==> src/rtl/mul_pkg.sv <==
// Shared definitions for the iterative multiplier: widths, FSM encoding and the
// legality rule for the per-cycle radix.
package mul_pkg;

  localparam int MUL_W  = 32;
  localparam int PROD_W = 64;
  localparam int CNT_W  = 5;

  typedef logic [1:0] mul_state_t;

  localparam mul_state_t ST_IDLE = 2'd0;
  localparam mul_state_t ST_CALC = 2'd1;
  localparam mul_state_t ST_SIGN = 2'd2;
  localparam mul_state_t ST_DONE = 2'd3;

  function automatic bit bpc_is_legal(int bpc);
    return (bpc == 1) || (bpc == 2) || (bpc == 4);
  endfunction

endpackage

==> src/rtl/mul_step.sv <==
// One shift-add step: folds mag_a times a small multiplier slice, weighted by the
// slice position, into the running 64-bit accumulator.
module mul_step
  import mul_pkg::*;
#(
  parameter int BITS_PER_CYCLE = 2
) (
  input  logic [PROD_W-1:0]         acc,
  input  logic [MUL_W-1:0]          mag_a,
  input  logic [BITS_PER_CYCLE-1:0] slice,
  input  logic [CNT_W-1:0]          cnt,
  output logic [PROD_W-1:0]         acc_nxt
);

  logic [5:0]        shamt;
  logic [PROD_W-1:0] partial;

  assign shamt   = 6'(int'(cnt) * BITS_PER_CYCLE);
  assign partial = PROD_W'(mag_a) * PROD_W'(slice);
  assign acc_nxt = acc + (partial << shamt);

endmodule

==> src/rtl/iter_mul_unit.sv <==
// Iterative 32x32->64 multiplier for the execute stage. Works on magnitudes, fixes
// the sign in a final cycle, and keeps the last product for a repeated request.
module iter_mul_unit
  import mul_pkg::*;
#(
  parameter int BITS_PER_CYCLE = 2
) (
  input  logic              sys_clk,
  input  logic              rst_n,
  input  logic              enable,
  input  logic              is_unsign,
  input  logic [MUL_W-1:0]  a,
  input  logic [MUL_W-1:0]  b,
  output logic [PROD_W-1:0] result,
  output logic              done
);

  localparam int MUL_CYCLES = MUL_W / BITS_PER_CYCLE;
  localparam logic [CNT_W-1:0] LAST_CNT = CNT_W'(MUL_CYCLES - 1);

  if (!bpc_is_legal(BITS_PER_CYCLE)) begin : g_bad_bpc
    $error("iter_mul_unit: BITS_PER_CYCLE must be 1, 2 or 4");
  end

  mul_state_t        state;
  logic [MUL_W-1:0]  a_l, b_l, mag_a, mag_b;
  logic              s_l, neg;
  logic [PROD_W-1:0] acc, acc_nxt;
  logic [CNT_W-1:0]  cnt;

  logic                      match, load;
  logic [MUL_W-1:0]          abs_a, abs_b;
  logic [BITS_PER_CYCLE-1:0] slice;
  logic [CNT_W-1:0]          bit_pos;

  assign match = (a == a_l) && (b == b_l) && (is_unsign == s_l);
  assign done  = (state == ST_DONE) && enable && match;

  // A fresh request from IDLE, or a different request replacing the current one
  // anywhere else, restarts the computation on the same edge.
  assign load = enable && ((state == ST_IDLE) || !match);

  assign abs_a = (!is_unsign && a[MUL_W-1]) ? -a : a;
  assign abs_b = (!is_unsign && b[MUL_W-1]) ? -b : b;

  assign bit_pos = CNT_W'(int'(cnt) * BITS_PER_CYCLE);
  assign slice   = BITS_PER_CYCLE'(mag_b >> bit_pos);

  mul_step #(.BITS_PER_CYCLE(BITS_PER_CYCLE)) u_step (
    .acc     (acc),
    .mag_a   (mag_a),
    .slice   (slice),
    .cnt     (cnt),
    .acc_nxt (acc_nxt)
  );

  // NOTE: every register here is written with <= so all of them sample the
  // pre-edge values of each other; blocking assignments would chain them.
  always_ff @(posedge sys_clk or negedge rst_n) begin
    if (!rst_n) begin
      state  <= ST_IDLE;
      result <= '0;
      a_l    <= '0;
      b_l    <= '0;
      s_l    <= 1'b0;
      mag_a  <= '0;
      mag_b  <= '0;
      neg    <= 1'b0;
      acc    <= '0;
      cnt    <= '0;
    end else if (load) begin
      a_l   <= a;
      b_l   <= b;
      s_l   <= is_unsign;
      mag_a <= abs_a;
      mag_b <= abs_b;
      neg   <= !is_unsign && (a[MUL_W-1] ^ b[MUL_W-1]);
      acc   <= '0;
      cnt   <= '0;
      state <= ST_CALC;
    end else begin
      // Past the load check, a non-IDLE state with enable high always has a match.
      case (state)
        ST_CALC: begin
          if (!enable) begin
            state <= ST_IDLE;
          end else begin
            acc <= acc_nxt;
            cnt <= cnt + CNT_W'(1);
            if (cnt == LAST_CNT) state <= ST_SIGN;
          end
        end
        ST_SIGN: begin
          if (!enable) begin
            state <= ST_IDLE;
          end else begin
            result <= neg ? -acc : acc;
            state  <= ST_DONE;
          end
        end
        ST_DONE: begin
          if (!enable) state <= ST_IDLE;
        end
        default: state <= ST_IDLE;
      endcase
    end
  end

endmodule

==> config.mk <==
export PLATFORM = sky130hd
export DESIGN_NAME = iter_mul_unit
export DESIGN_NICKNAME = d
export VERILOG_FILES = /design/src/rtl/mul_pkg.sv /design/src/rtl/mul_step.sv /design/src/rtl/iter_mul_unit.sv
export SDC_FILE = /design/constraint.sdc
export NUM_CORES = 1
export LEC_CHECK = 0
export CAP_MARGIN = 25
export CORE_ASPECT_RATIO = 1.1
export CORE_MARGIN = 5
export CORE_UTILIZATION = 30
export DETAILED_ROUTE_END_ITERATION = 8
export PLACE_DENSITY = 0.55
export SLEW_MARGIN = 20
export SYNTH_ARGS = -nofsm -noshare
export SYNTH_HDL_FRONTEND = slang
export SYNTH_HIERARCHICAL = 1
export SYNTH_SLANG_ARGS = --single-unit
==> constraint.sdc <==
create_clock -name sys_clk -period 19.1 [get_ports sys_clk]
set_clock_uncertainty 0.1 [all_clocks]
set_input_delay 3.82 -clock sys_clk [delete_from_list [all_inputs] [get_ports sys_clk]]
set_output_delay 3.82 -clock sys_clk [all_outputs]
set_load 0.02 [all_outputs]
==> results of run 1 <==
-- routing by layer --
| metal | part of all wire [%] | vias to the layer above | wire length (µm) |
|---|---|---|---|
| li1 | - | 9164 | - |
| met3 | 4.7 | 114 | 3250 |
| met5 | 0 | - | 0 |
| met2 | 47 | 474 | 32900 |
| met1 | 44 | 9347 | 30900 |
| met4 | 3.6 | 0 | 2510 |
-- worst paths after layout --
| path | from | end | slack (ns) | cells past startpoint |
|---|---|---|---|---|
| max in group asynchronous | rst_n | cnt[2] | 13.83 | 4 |
| min reg2reg | mag_b[11] | mag_b[11] | 0.40 | 1 |
| max | b[9] | done | 8.50 | 7 |
| min in group asynchronous | rst_n | result[17] | 3.11 | 1 |
| max reg2reg | cnt[1] | acc[61] | 10.11 | 29 |
| min | mag_b[11] | mag_b[11] | 0.40 | 1 |
-- power breakdown --
part,switching (W),internal (W)
sequential,0.0000499,0.000603
combinational,0.000601,0.000381
clock,0.000260,0.000388
total,0.000910,0.00137
-- stage by stage --
stage	worst slack (ns)	cells	cell area, µm²	power [W]
2_1_floorplan	9.77	2499	22100	0.00135
3_3_place_gp	8.55	3461	24200	0.00162
3_5_place_dp	8.52	3463	24200	0.00164
4_1_cts	8.50	3521	25400	0.00230
5_1_grt	8.38	3522	25400	0.00242
6_report	8.50	3523	25400	0.00228
-- registers in the layout, indices dropped and copies added, names as in the netlist, 2 cells and up --
signal / flops
acc: 64
a_l: 32
state: 2
mag_a: 31
mag_b: 31
cnt: 5
result: 64
b_l: 32
-- critical path: stages --
cell	delay (ns)
clkdlybuf4s50_1	0.73
xnor2_1	0.17
nand4_1	0.16
nor4_1	0.38
nand3_1	0.21
nor4_1	0.48
clkdlybuf4s50_1	0.72
-- Yosys cell counts (25+ instances only) --
cell and count:
nand2_1 273, dfrtp_1 263, mux2_2 203, a21oi_1 197
xnor2_1 181, nor2_1 147, clkbuf_1 109, ha_1 103
o21ai_0 100, xor2_1 93, and2_1 74, a21o_1 70
inv_1 64, nor3_1 54, o31ai_1 50, nand3_1 42
nand4_1 31, mux2i_1 26, nor4_1 26, a31oi_1 25
buf_2 25
-- cell type report --
cell class,instances,area share [%]
Clock buffer,38,3.24
Clock inverter,20,1.11
Tap cell,954,4.70
Sequential cell,263,26.0
Timing Repair Buffer,156,6.07
Antenna cell,1,0.00986
Inverter,66,0.976
Multi-Input combinational cell,2025,57.9
-- cells by family (layout without fill, tap and decap cells) --
logic type                 count (synthesis)  count (layout)  synth area share, %
muxes                                    247             247                 13.4
other                                      0               1                    0
adders and majority gates                105             105                 6.01
DFF                                      263             263                 29.8
and+or+nand+nor                          772             772                 17.5
buffers and inverters                    211             280                 3.75
AOI/OAI and AO/OA                        627             627                 18.8
xor gates and xnor gates                 274             274                 10.9
==> impl_metrics.json, run 1 <==
{
  "min_period_ns": 10.60,
  "antenna_found_initial": 1,
  "ctsHoldBuffers": 0,
  "seqCellArea_um2": 6590,
  "worst_pin_slew_ns": 0.999,
  "drt_iter0_drc": 1140,
  "htreeDepth": 1,
  "mostFrequentLayoutCell": "nand2_1",
  "dieWidth_um": 269,
  "power.leakage_nw": 10.9,
  "cts_made_buffers": 31,
  "yosys_warnings": 6,
  "whs_ns": 0.401,
  "startpoint_type": "input pin",
  "synth_edf_count": 0,
  "design.core.area_um2": 73100,
  "post-cts-setup-buffer-count": 0,
  "synth_top_cell_area_share_pct": 29.8,
  "critPathMaxFanout": 7,
  "yosysTopAreaCell": "dfrtp_1",
  "finalCritPeriodShare_pct": 55.5,
  "area_growth_pct": 14.8,
  "clk_latency_ns": 0.60,
  "dp_hpwl_um": 53700,
  "grtUsageMet2_pct": 28.6,
  "clk_pin_slew_ns": 0.06,
  "routed_via_density": 5.42,
  "async_reset_ff_share_pct": 100,
  "drv_cap": 0,
  "io_pins": 133,
  "start_util_pct": 30.2,
  "use_met3_pct": 2.44,
  "cts_buffer_depth": 3,
  "final_layout_size_suffix_gt1_share_pct": 14.3,
  "grtUsageTotal_pct": 17.0,
  "layout_common_cells": "nand2_1, dfrtp_1, mux2_2, a21oi_1, xnor2_1",
  "finalSetupTns_ns": 0,
  "worstSetupEndpointType": "output pin",
  "ir_drop_uv": 71.8,
  "setup.worst_path.class": "input pin to output pin",
  "die_y_um": 295,
  "synth_cell_type_count": 97,
  "grt_setup_unrepaired": "no",
  "hold_path_class": "register to register",
  "cts_tree": "built",
  "slew_violations": 0,
  "drt_first_pass_iters": 5,
  "ys.flop_type": "dfrtp_1",
  "synth.avg_cell_area_um2": 8.85,
  "drcViolationCount": 0,
  "drt_wl_total_um": 69600,
  "nFillCells": 7589,
  "numPortBuffers": 132,
  "cts_sinks": 263,
  "nNetsFinal": 2716,
  "relSlewSlack_pct": 33.3,
  "routedWlPerCell_um": 19.8,
  "synth_nets": 2672,
  "grt_max_degree": 79,
  "grt_pass1_wl_um": 109000,
  "postLayoutCoreUtil_pct": 34.7,
  "syn-instance-count": 2499,
  "multi_input_area_um2": 14700,
  "hold_viol": 0,
  "rows": 104,
  "seq_area_frac_synth_pct": 29.8,
  "setup_viol": 0,
  "antenna_left": 0,
  "status": "complete, no violations",
  "grt.busiest_layer": "met2",
  "gp_congestion": 0.902,
  "gr-total-overflow": 0,
  "cts_resized": 0,
  "max_freq_mhz": 94.3,
  "grt_pass1_vias": 18500,
  "dr_total_vias": 19100,
  "use_met1_pct": 22.5,
  "dieArea_um2": 79200,
  "power_density_nw_per_um2": 90.0,
  "required_ns": 15.18,
  "ys_seq_elements": 263,
  "netlist_area_um2": 22100,
  "root_buffer": "clkbuf_16",
  "critPathArrivalTime_ns": 6.68,
  "synth.area.top_cells": "dfrtp_1, mux2_2, xnor2_1"
}
(Power assumes the default switching activity.)
==> run 2: changes to the inputs <==
==> constraint.sdc (replaced) <==
create_clock -name sys_clk -period 10.6 [get_ports sys_clk]
set_clock_uncertainty 0.1 [all_clocks]
set_input_delay 2.12 -clock sys_clk [delete_from_list [all_inputs] [get_ports sys_clk]]
set_output_delay 2.12 -clock sys_clk [all_outputs]
set_load 0.02 [all_outputs]
==> run 2 against run 1 <==
Setup slack worse by 6.7 ns. Sequential share of layout area grew 0.083 points. Clock power increased by 74%. Hold slack better by 0.00097 ns. Total power increased by 79%. Count of clock-buffer cells in the layout rose by 4. Via count is 1.3% lower. Sequential power grew 81%. Non-clock buffer count decreased by 2. Wire length down 2.9%. Cell count shrank 0.17%. Critical endpoint is now acc[61]. Highest routed layer unchanged.
==> impl_metrics.json, run 2 (synthesis gave the netlist of run 1 again) <==
{
  "hold_path_class": "register to register",
  "slew_violations": 0,
  "largestRegisters": "acc x64, result x64",
  "drt_wl_total_um": 67600,
  "cts_tree": "built",
  "drcViolationCount": 0,
  "hold_viol": 0,
  "cpMaxStageDelayCell": "mux4_2",
  "drt_first_pass_iters": 6,
  "grt_max_degree": 72,
  "root_buffer": "clkbuf_16",
  "final_layout_size_suffix_gt1_share_pct": 14.1,
  "critPathArrivalTime_ns": 9.24,
  "layout_common_cells": "nand2_1, dfrtp_1, mux2_2, a21oi_1, xnor2_1",
  "setup.worst_path.class": "register to register",
  "reg2reg_to": "acc[61]",
  "power_density_nw_per_um2": 161,
  "crit_path_end": "acc[61]",
  "p_sw_w": 0.00162,
  "cpPeakStageDelay_ns": 0.74,
  "power.clock.fraction_pct": 27.8,
  "postLayoutCoreUtil_pct": 34.6,
  "antenna_found_initial": 0,
  "gr-total-overflow": 0,
  "finalCritPeriodShare_pct": 83.1,
  "routedWlPerCell_um": 19.2,
  "p_int_w": 0.00246,
  "grt_pass1_wl_um": 108000,
  "max_freq_mhz": 114,
  "min_path_cells": 1,
  "dp_cells": 3462,
  "seqPwrFrac_pct": 28.8,
  "worstSetupEndpointType": "register",
  "reg2reg_from": "cnt[0]",
  "stdcell_count": 3517,
  "cts_made_buffers": 31,
  "diodes": 0,
  "startpoint": "cnt[0]",
  "cts_buffer_depth": 3,
  "nNetsFinal": 2714,
  "dpl_cell_area_um2": 24200,
  "startpoint_type": "register",
  "numPortBuffers": 132,
  "area_growth_pct": 14.4,
  "gp_congestion": 0.918,
  "finalSetupTns_ns": 0,
  "status": "complete, no violations",
  "clk_pin_slew_ns": 0.06,
  "min_period_ns": 8.81,
  "antenna_left": 0,
  "cts_resized": 0,
  "power.leakage_nw": 10.9,
  "stdcell_area_um2": 25300,
  "cts_sinks": 263,
  "p_total_w": 0.00408,
  "rows": 104,
  "ff2ff_path_depth": 28,
  "ir_drop_uv": 160,
  "ctsHoldBuffers": 0,
  "dieArea_um2": 79200,
  "critPathMaxFanout": 35,
  "rrSetupSlack_ns": 1.79,
  "design.core.area_um2": 73100,
  "worst_pin_slew_ns": 0.988,
  "clk_latency_ns": 0.61,
  "die_y_um": 295,
  "relSlewSlack_pct": 33.9,
  "routed_via_density": 5.36,
  "start_util_pct": 30.2,
  "io_pins": 133,
  "grt_setup_unrepaired": "no",
  "nFillCells": 7535,
  "dieWidth_um": 269,
  "drv_cap": 0,
  "dr_total_vias": 18900,
  "htreeDepth": 1,
  "required_ns": 11.03,
  "post-cts-setup-buffer-count": 0,
  "pwr-share-comb_pct": 43.4,
  "switching_share_pct": 39.7,
  "dp_hpwl_um": 53200,
  "mostFrequentLayoutCell": "nand2_1",
  "grt_pass1_vias": 18900,
  "grtUsageTotal_pct": 16.6,
  "drt_iter0_drc": 1222,
  "setup_viol": 0
}
[run 2: cell types whose count changed in the layout (fill, tap and decap cells not counted)]
cell	before	now
clkbuf_8	2	5
clkbuf_1	5	6
diode_2	1	0
buf_16	1	0
bufinv_16	6	5
buf_12	1	0
clkinvlp_4	5	0
clkinv_4	1	0
[run 2: worst min path at each step]
stage                           from    endpoint  slack (ns)
final                     result[35]  result[35]        0.40
after global routing      result[52]  result[52]        0.42
after CTS                 result[52]  result[52]        0.41
after detailed placement  result[52]  result[52]        0.40
after global placement    result[34]  result[34]        0.39
after floorplan            mag_b[12]   mag_b[12]        0.38
[run 2: final cells by class]
cell class	count	area (µm²)	area share [%]
Timing Repair Buffer	154	1490	5.90
Clock inverter	13	205	0.811
Inverter	66	248	0.980
Sequential cell	263	6590	26.0
Multi-Input combinational cell	2025	14700	58.1
Clock buffer	42	867	3.43
Tap cell	954	1190	4.72
[run 2: metal layers]
metal	global-route usage [%]	part of all wire, %
met5	0	0
met4	5.11	3.4
met3	2.00	3.9
met2	28.8	48
met1	21.8	44
[run 2: power by group through the flow]
stage	clock network [W]	logic, W	registers [W]
2_1_floorplan	0	0.00127	0.00116
3_3_place_gp	0	0.00175	0.00119
3_5_place_dp	0	0.00176	0.00120
4_1_cts	0.00118	0.00177	0.00118
5_1_grt	0.00121	0.00194	0.00119
6_report	0.00113	0.00177	0.00118
[run 2: critical path, delay by kind of cell, from the launching register on]
kind | cells | cell delay [ns]
and+or+nand+nor | 6 | 1.33
muxes | 4 | 2.09
buffers and inverters | 2 | 0.14
AOI/OAI and AO/OA | 12 | 3.45
DFF | 1 | 0.53
xor gates and xnor gates | 2 | 0.36
adders and majority gates | 2 | 0.69
[run 2: per-stage QoR]
step	hold slack [ns]	worst slack, ns
after floorplan	0.375	2.95
final	0.402	1.79
after detailed placement	0.395	1.89
after global routing	0.421	1.34
after CTS	0.409	1.85
after global placement	0.391	1.88
